## src/rtl/uart_tx_fifo.sv

```systemverilog
// Bus-written byte FIFO drained by a UART serialiser onto txd (8N1 by default).
// Optional feature macro: UART_PARITY_EN -> 8E1 framing with an even-parity bit.
module uart_tx_fifo #(
  parameter int unsigned CLK_HZ     = 100_000_000,
  parameter int unsigned BAUD       = 115200,
  parameter int unsigned FIFO_DEPTH = 8
) (
  input  logic        clk,
  input  logic        RSTN,
  input  logic        EN,
  input  logic [31:0] P_Data,
  output logic        txd,
  output logic [31:0] status,
  output logic        full,
  output logic        empty,
  output logic        busy
);

  localparam int unsigned Div  = CLK_HZ / BAUD;
  localparam int unsigned Aw   = $clog2(FIFO_DEPTH);
  localparam int unsigned CntW = $clog2(Div);
  localparam logic [CntW-1:0] CntLast = CntW'(Div - 1);

  typedef enum logic [2:0] {
    StIdle,
    StStart,
    StData,
    StStop
`ifdef UART_PARITY_EN
    , StPar
`endif
  } state_e;

  state_e          state_q;
  logic [CntW-1:0] cnt_q;
  logic [2:0]      bit_idx_q;
  logic [7:0]      shift_q;
  logic            txd_q, busy_q;
`ifdef UART_PARITY_EN
  logic            par_q;
`endif

  logic [7:0]  mem [FIFO_DEPTH];
  logic [Aw:0] wr_ptr_q, rd_ptr_q, wr_ptr_d, rd_ptr_d, used_d;
  logic [7:0]  used_ext, rd_data;
  logic [3:0]  count_q, count_d;
  logic        full_q, empty_q, full_d, empty_d, ovf_q;
  logic        is_cmd, push, pop, bit_end;
  logic        unused_pdata;

  assign unused_pdata = ^P_Data[30:8];

  always_comb begin
    is_cmd   = P_Data[31];
    // full_q is the pre-pop view, so a write on the popping cycle is still dropped.
    push     = EN & ~is_cmd & ~full_q;
    pop      = (state_q == StIdle) & ~empty_q;
    wr_ptr_d = wr_ptr_q + {{Aw{1'b0}}, push};
    rd_ptr_d = rd_ptr_q + {{Aw{1'b0}}, pop};
    used_d   = wr_ptr_d - rd_ptr_d;
    used_ext = 8'(used_d);
    count_d  = (used_ext > 8'd15) ? 4'hF : used_ext[3:0];
    full_d   = (wr_ptr_d[Aw] != rd_ptr_d[Aw]) && (wr_ptr_d[Aw-1:0] == rd_ptr_d[Aw-1:0]);
    empty_d  = (wr_ptr_d == rd_ptr_d);
    rd_data  = mem[rd_ptr_q[Aw-1:0]];
    bit_end  = (cnt_q == CntLast);
  end

  always_ff @(posedge clk) begin
    if (push) begin
      mem[wr_ptr_q[Aw-1:0]] <= P_Data[7:0];
    end
  end

  always_ff @(posedge clk or negedge RSTN) begin
    if (!RSTN) begin
      wr_ptr_q <= '0;
      rd_ptr_q <= '0;
      full_q   <= 1'b0;
      empty_q  <= 1'b1;
      count_q  <= '0;
      ovf_q    <= 1'b0;
    end else begin
      wr_ptr_q <= wr_ptr_d;
      rd_ptr_q <= rd_ptr_d;
      full_q   <= full_d;
      empty_q  <= empty_d;
      count_q  <= count_d;
      if (EN && is_cmd) begin
        ovf_q <= 1'b0;
      end else if (EN && full_q) begin
        ovf_q <= 1'b1;
      end
    end
  end

  always_ff @(posedge clk or negedge RSTN) begin
    if (!RSTN) begin
      state_q   <= StIdle;
      cnt_q     <= '0;
      bit_idx_q <= '0;
      shift_q   <= '0;
      txd_q     <= 1'b1;
      busy_q    <= 1'b0;
`ifdef UART_PARITY_EN
      par_q     <= 1'b0;
`endif
    end else begin
      case (state_q)
        StIdle: begin
          if (pop) begin
            shift_q <= rd_data;
`ifdef UART_PARITY_EN
            par_q   <= ^rd_data;
`endif
            state_q <= StStart;
            cnt_q   <= '0;
            txd_q   <= 1'b0;
            busy_q  <= 1'b1;
          end
        end
        StStart: begin
          if (bit_end) begin
            state_q   <= StData;
            cnt_q     <= '0;
            bit_idx_q <= '0;
            txd_q     <= shift_q[0];
          end else begin
            cnt_q <= cnt_q + 1'b1;
          end
        end
        StData: begin
          if (bit_end) begin
            cnt_q <= '0;
            if (bit_idx_q == 3'd7) begin
`ifdef UART_PARITY_EN
              state_q <= StPar;
              txd_q   <= par_q;
`else
              state_q <= StStop;
              txd_q   <= 1'b1;
`endif
            end else begin
              bit_idx_q <= bit_idx_q + 1'b1;
              shift_q   <= shift_q >> 1;
              txd_q     <= shift_q[1];
            end
          end else begin
            cnt_q <= cnt_q + 1'b1;
          end
        end
`ifdef UART_PARITY_EN
        StPar: begin
          if (bit_end) begin
            state_q <= StStop;
            cnt_q   <= '0;
            txd_q   <= 1'b1;
          end else begin
            cnt_q <= cnt_q + 1'b1;
          end
        end
`endif
        StStop: begin
          if (bit_end) begin
            state_q <= StIdle;
            cnt_q   <= '0;
            txd_q   <= 1'b1;
            busy_q  <= 1'b0;
          end else begin
            cnt_q <= cnt_q + 1'b1;
          end
        end
        default: begin
          state_q <= StIdle;
          cnt_q   <= '0;
          txd_q   <= 1'b1;
          busy_q  <= 1'b0;
        end
      endcase
    end
  end

  assign txd    = txd_q;
  assign busy   = busy_q;
  assign full   = full_q;
  assign empty  = empty_q;
  assign status = {24'b0, ovf_q, busy_q, full_q, empty_q, count_q};

endmodule

```

## config.mk

```make
export PLATFORM = sky130hd
export DESIGN_NAME = uart_tx_fifo
export DESIGN_NICKNAME = d
export VERILOG_FILES = /design/src/rtl/uart_tx_fifo.sv
export SDC_FILE = /design/constraint.sdc
export NUM_CORES = 1
export LEC_CHECK = 0
export CAP_MARGIN = 5
export CELL_PAD_IN_SITES_DETAIL_PLACEMENT = 1
export CELL_PAD_IN_SITES_GLOBAL_PLACEMENT = 1
export CORE_ASPECT_RATIO = 1.2
export CORE_MARGIN = 2
export CORE_UTILIZATION = 35
export DETAILED_ROUTE_END_ITERATION = 10
export GPL_TIMING_DRIVEN = 0
export PLACE_DENSITY_LB_ADDON = 0.1
export SLEW_MARGIN = 30
export SYNTH_ARGS = -nofsm -noshare
export SYNTH_HDL_FRONTEND = slang
export SYNTH_SLANG_ARGS = --single-unit
```

## constraint.sdc

```tcl
create_clock -name clk -period 2.4 [get_ports clk]
set_input_delay 0.6 -clock clk [delete_from_list [all_inputs] [get_ports clk]]
set_output_delay 0.6 -clock clk [all_outputs]
set_load 0.02 [all_outputs]
```

==> results of run 1 <==
-- cells by family after synthesis --
group                    synth area share, %
flip-flops                              61.6
AND/OR/NAND/NOR                         6.72
AO/OA/AOI/OAI                           7.19
adder cells (fa/ha/maj)                 4.11
buffers and inverters                   6.56
XOR/XNOR                                2.32
other                                 0.0790
multiplexers                            11.4
-- timing repair --
action,CTS,global route
endpoints found under the setup margin,12,4
resized for setup,9,10
buffers inserted,2,5
pin swaps,2,2
-- registers in the layout (all words and copies together) (netlist names), 2 cells and up --
signal / count
mem: 64
cnt_q: 10
shift_q: 8
count_q: 4
rd_ptr_q: 4
wr_ptr_q: 4
bit_idx_q: 3
state_q: 2
-- power by group --
group | total [mW] | internal, mW | leakage (nW) | switching, mW
Clock | 1.42 | 0.726 | 0.141 | 0.699
Combinational | 0.780 | 0.377 | 1.01 | 0.403
Sequential | 2.21 | 2.10 | 1.07 | 0.114
Total | 4.42 | 3.20 | 2.22 | 1.22
-- worst reg2reg max path, delay by kind of cell, from the launching register on --
family                     cells  cell delay (ps)
AOI/OAI and AO/OA              2              770
DFF                            1              410
adders and majority gates      2              390
buffers and inverters          2              330
and+or+nand+nor                1              280
-- final timing paths --
check	start	to	slack [ps]	cells after the start
hold / removal	RSTN	cnt_q[7]$_DFFE_PN0N_	250	1
min in group clk	EN	ovf_q$_DFFE_PN0P_	490	2
max in group asynchronous	RSTN	state_q[0]$_DFFE_PN0P_	1750	1
setup reg to reg	bit_idx_q[0]$_DFFE_PN0P_	shift_q[7]$_DFFE_PN0P_	110	7
setup / recovery	empty$_DFF_PN1_	status[4]	100	2
hold reg to reg	wr_ptr_q[3]$_DFF_PN0_	wr_ptr_q[3]$_DFF_PN0_	490	1
-- stage by stage --
step,TNS (ps),utilization [%]
after floorplan,0,-
after global placement,-45270,39.9
after detailed placement,-24170,40.0
after CTS,-37.2,42.6
after global routing,0,43.2
final,0,43.2
-- cell usage after synthesis, types with 5 or more instances --
cell      number  area, sq um
edfxtp_1      64         1920
dfrtp_1       38          951
buf_4         30          225
o21ai_0       19         95.1
mux4_2        16          360
ha_1          14          175
inv_1         13         48.8
nand2_1       12         45.0
mux2_2        10          113
nor2_1        10         37.5
nor3_1         8         40.0
mux2i_1        7         70.1
o21ai_1        7         35.0
xnor2_1        7         61.3
a21oi_1        5         25.0
nand3_1        5         25.0
-- metal layers --
layer | GRT usage, % | vias to the layer above
li1 | - | 1294
met2 | 23.1 | 26
met1 | 18.4 | 1406
met5 | 0 | -
met3 | 3.42 | 10
met4 | 4.79 | 0
-- final cells by class --
class / count / area [sq um]
multi-input cells: 195 / 1690
flip-flops and latches: 104 / 2930
repair buffers: 30 / 283
plain buffers: 37 / 263
clock inverters: 7 / 66.3
inverters: 13 / 52.6
fillers: 1366 / 7520
clock buffers: 9 / 225
well taps: 168 / 210
==> results.json, run 1 <==
{
  "coreArea_sq_um": 13200,
  "via_count": 2736,
  "ys_warn_count": 0,
  "required_ps": 1800,
  "fp.dieH_um": 132,
  "ctsHtreeMaxLevel": 3,
  "ys.flop_type": "edfxtp_1",
  "numCtsBuffers": 9,
  "whs_ps": 247,
  "first_global_vias": 2897,
  "wire_per_inst_um": 16.8,
  "postCtsHoldBufs": 0,
  "fin_ws_ps": 98.4,
  "status": "finished, final reports clean",
  "clkLatencyLatePin_ps": 350,
  "clk_pin_slew_ps": 70,
  "hpwl_um": 6590,
  "cts_root_buffer": "clkbuf_16",
  "crit_chain": "buf_4, clkdlybuf4s50_1",
  "period_minus_slack_ps": 2300,
  "drt_iter0_markers": 101,
  "drive_above_1_share_pct": 28.4,
  "syn_area_sq_um": 4750,
  "dpl_worst_slack_ps": -639,
  "rsz0062_at_grt": "false",
  "crit_arrival_ps": 1700,
  "crit_path_max_fanout": 6,
  "critPathTopFamily": "buffers and inverters",
  "die-area_sq_um": 14500,
  "skew_ps": 5.61,
  "gp_congestion": 0.709,
  "totalWireLength_um": 9460,
  "clockBufferDepth": 2,
  "ys_types": 54,
  "crit_path_end_kind": "primary output",
  "grt_max_degree": 41,
  "synth-seq-area-share_pct": 61.6,
  "max_freq_ghz": 0.434,
  "syn_to_final_growth_pct": 20.4,
  "crit_type": "register to primary output",
  "cp_num_buf_inv": 2,
  "firstDrtPassIters": 4,
  "boundaryPins": 71,
  "drc": 0,
  "synth_area_per_cell_sq_um": 14.6,
  "top_layer_used": "met4",
  "final_cells": 563,
  "hold_viol": 0,
  "hold_path_class": "input port to async pin",
  "die_x_um": 110,
  "drt-met1-wl_um": 4190,
  "placed_cell_area_sq_um": 5290,
  "rows": 46,
  "finalSetupViolations": 0,
  "max-vdd-ir-drop_v": 0.000440,
  "wl_met2_um": 4900,
  "slew_violations": 0,
  "port_buffers": 23,
  "grt_overflow": 0,
  "pwr_density_cell_nw_per_um2": 772,
  "cts_tree": "built",
  "max_cap_violations": 0,
  "cp-start-kind": "register",
  "final_area_sq_um": 5720,
  "yosys_register_bits": 104,
  "track_usage_pct": 14.2,
  "clock_sinks": 104,
  "synth_edf_count": 64,
  "syn_inst": 326,
  "initial_core_util_pct": 35.9,
  "ant_nets": 0,
  "dp.cells": 540,
  "cpPeakStageDelay_ps": 630,
  "power_mw": 4.42,
  "layout_common_cells": "edfxtp_1 (64), buf_4 (38), dfrtp_1 (36)",
  "ys_async_sr_fraction_pct": 38.5,
  "via_per_inst": 4.86,
  "leakage_nw": 2.22,
  "tightestPinTransition_ps": 824,
  "antenna_found_initial": 0,
  "slew_headroom_pct": 44.9,
  "crit_slowest_cell": "dfstp_2",
  "met3_length_um": 224,
  "layout_commonest_cell": "edfxtp_1",
  "nets": 439,
  "n_antenna_cell": 0,
  "grt_pass1_wl_um": 15500,
  "post-route-period-util_pct": 95.9
}
Power figures use the tool's default switching activity.
==> run 2: changes to the inputs <==
--- a/config.mk
+++ b/config.mk
@@ -5,6 +5,7 @@
 export SDC_FILE = /design/constraint.sdc
 export NUM_CORES = 1
 export LEC_CHECK = 0
+export ABC_CLOCK_PERIOD_IN_PS = 2400
 export CAP_MARGIN = 5
 export CELL_PAD_IN_SITES_DETAIL_PLACEMENT = 1
 export CELL_PAD_IN_SITES_GLOBAL_PLACEMENT = 1
==> results of run 2 <==
Same layout as run 1: the final DEF is identical, and so are final timing and power.
==> run 3: changes to the inputs <==
--- a/config.mk
+++ b/config.mk
@@ -5,7 +5,7 @@
 export SDC_FILE = /design/constraint.sdc
 export NUM_CORES = 1
 export LEC_CHECK = 0
-export ABC_CLOCK_PERIOD_IN_PS = 2400
+export ABC_CLOCK_PERIOD_IN_PS = 2200
 export CAP_MARGIN = 5
 export CELL_PAD_IN_SITES_DETAIL_PLACEMENT = 1
 export CELL_PAD_IN_SITES_GLOBAL_PLACEMENT = 1
==> constraint.sdc (replaced) <==
create_clock -name clk -period 2.2 [get_ports clk]
set_input_delay 0.55 -clock clk [delete_from_list [all_inputs] [get_ports clk]]
set_output_delay 0.55 -clock clk [all_outputs]
set_load 0.02 [all_outputs]
==> results.json, run 3 (synthesis gave the netlist of run 1 again) <==
{
  "status": "finished, final reports clean",
  "clkPwrFrac_pct": 33.6,
  "tightestPinTransition_ps": 846,
  "antenna_found_initial": 0,
  "p_seq_share_pct": 48.5,
  "leakage_nw": 2.32,
  "clk_pin_slew_ps": 80,
  "nets": 451,
  "initial_core_util_pct": 35.9,
  "reg2reg_from": "state_q[1]$_DFFE_PN0P_",
  "cp-start-kind": "register",
  "ctsHtreeMaxLevel": 3,
  "totalWireLength_um": 9650,
  "clock_sinks": 104,
  "swShare_pct": 27.2,
  "crit_type": "register to register",
  "n_antenna_cell": 0,
  "hold_viol": 0,
  "crit_path_max_fanout": 8,
  "rows": 46,
  "rsz0062_at_grt": "true",
  "firstDrtPassIters": 4,
  "max_cap_violations": 0,
  "clkLatencyLatePin_ps": 340,
  "die_x_um": 110,
  "finalSetupViolations": 0,
  "hold_path_class": "input port to async pin",
  "pwr_density_cell_nw_per_um2": 844,
  "dp.cells": 540,
  "cts_root_buffer": "clkbuf_16",
  "boundaryPins": 71,
  "slew_headroom_pct": 43.4,
  "largest_register_ffs": 64,
  "crit_path_end_kind": "register",
  "drive_above_1_share_pct": 31.4,
  "final_cells": 575,
  "rrSetupSlack_ps": 50,
  "via_per_inst": 4.84,
  "grt_pass1_wl_um": 15700,
  "max-vdd-ir-drop_v": 0.000438,
  "post-route-period-util_pct": 97.9,
  "coreArea_sq_um": 13200,
  "drt_iter0_markers": 132,
  "cts_tree": "built",
  "via_count": 2782,
  "power_mw": 4.97,
  "clockBufferDepth": 2,
  "track_usage_pct": 14.3,
  "slew_violations": 0,
  "r2r_cells": 10,
  "wire_per_inst_um": 16.8,
  "gp_congestion": 0.682,
  "period_minus_slack_ps": 2150,
  "ant_nets": 0,
  "p_sw_mw": 1.35,
  "required_ps": 2420,
  "multiInputGateArea_sq_um": 1720,
  "layout_common_cells": "edfxtp_1 (64), buf_4 (46), dfrtp_1 (37)",
  "port_buffers": 23,
  "max_freq_ghz": 0.464,
  "grt_overflow": 0,
  "syn_to_final_growth_pct": 23.9,
  "fp.dieH_um": 132,
  "layout.area.seq_sq_um": 2930,
  "layout_commonest_cell": "edfxtp_1",
  "r2r-end": "count_q[3]$_DFF_PN0_",
  "postCtsHoldBufs": 0,
  "numCtsBuffers": 9,
  "hpwl_um": 6630,
  "crit_arrival_ps": 2370,
  "p_int_mw": 3.62,
  "drc": 0,
  "nFillCells": 1366,
  "pwr-share-comb_pct": 17.9,
  "skew_ps": 7.33,
  "fin_util_pct": 44.5,
  "first_global_vias": 2993,
  "die-area_sq_um": 14500,
  "fin_setup_tns_ps": 0,
  "grt_max_degree": 41
}
run 3: worst max-delay path by stage:
| stage | slack, ps | start | end | cells after the start |
|---|---|---|---|---|
| 2_1_floorplan | 10 | EN | count_q[3]$_DFF_PN0_ | 7 |
| 3_3_place_gp | -740 | EN | mem[1][1]$_DFFE_PP_ | 4 |
| 3_5_place_dp | -650 | EN | full$_DFF_PN0_ | 8 |
| 4_1_cts | 20 | state_q[1]$_DFFE_PN0P_ | rd_ptr_q[1]$_DFF_PN0_ | 14 |
| 5_1_grt | -20 | state_q[1]$_DFFE_PN0P_ | count_q[3]$_DFF_PN0_ | 10 |
| 6_report | 50 | state_q[1]$_DFFE_PN0P_ | count_q[3]$_DFF_PN0_ | 10 |
run 3: stage by stage:
stage / hold slack [ps] / setup WS (ps) / instance area [sq um]
after floorplan: 254 / 10.4 / 4870
after global placement: 477 / -740 / 5310
after detailed placement: 478 / -654 / 5320
after CTS: 219 / 16.4 / 5800
after global routing: 232 / -22.5 / 5880
final: 197 / 46.5 / 5880
run 3: final cells by class:
cell class	count	share of cell area, %
plain buffers	35	4.36
inverters	13	0.957
multi-input cells	195	29.3
repair buffers	44	6.78
flip-flops and latches	104	49.7
clock buffers	9	3.83
well taps	168	3.57
clock inverters	7	1.47
run 3: per-layer routing:
layer	wire [um]	global-route usage (%)	up-vias
li1	-	-	1329
met1	4260	18.3	1414
met2	5080	24.3	29
met3	200	2.83	10
met4	121	4.17	0
met5	0	0	-
run 3: what timing repair did:
action,CTS,global route
setup endpoints to repair,29,13
resized for setup,17,10
pin swaps,5,7
buffers inserted,15,6
run 3: critical path, stage by stage, from the launching register on:
cell and delay (ps):
dfrtp_2 420, inv_2 80, ha_4 180, inv_8 50, nor2_4 160, ha_4 190, xnor2_4 130, inv_2 70
maj3_2 310, maj3_2 320, xnor2_1 120
run 3: power groups by stage:
stage	sequential (mW)	combinational (mW)	clock (mW)
finish	2.41	0.889	1.67
global route	2.44	0.962	1.79
CTS	2.42	0.873	1.71
detailed placement	2.45	0.851	0
global placement	2.43	0.838	0
floorplan	2.47	0.487	0
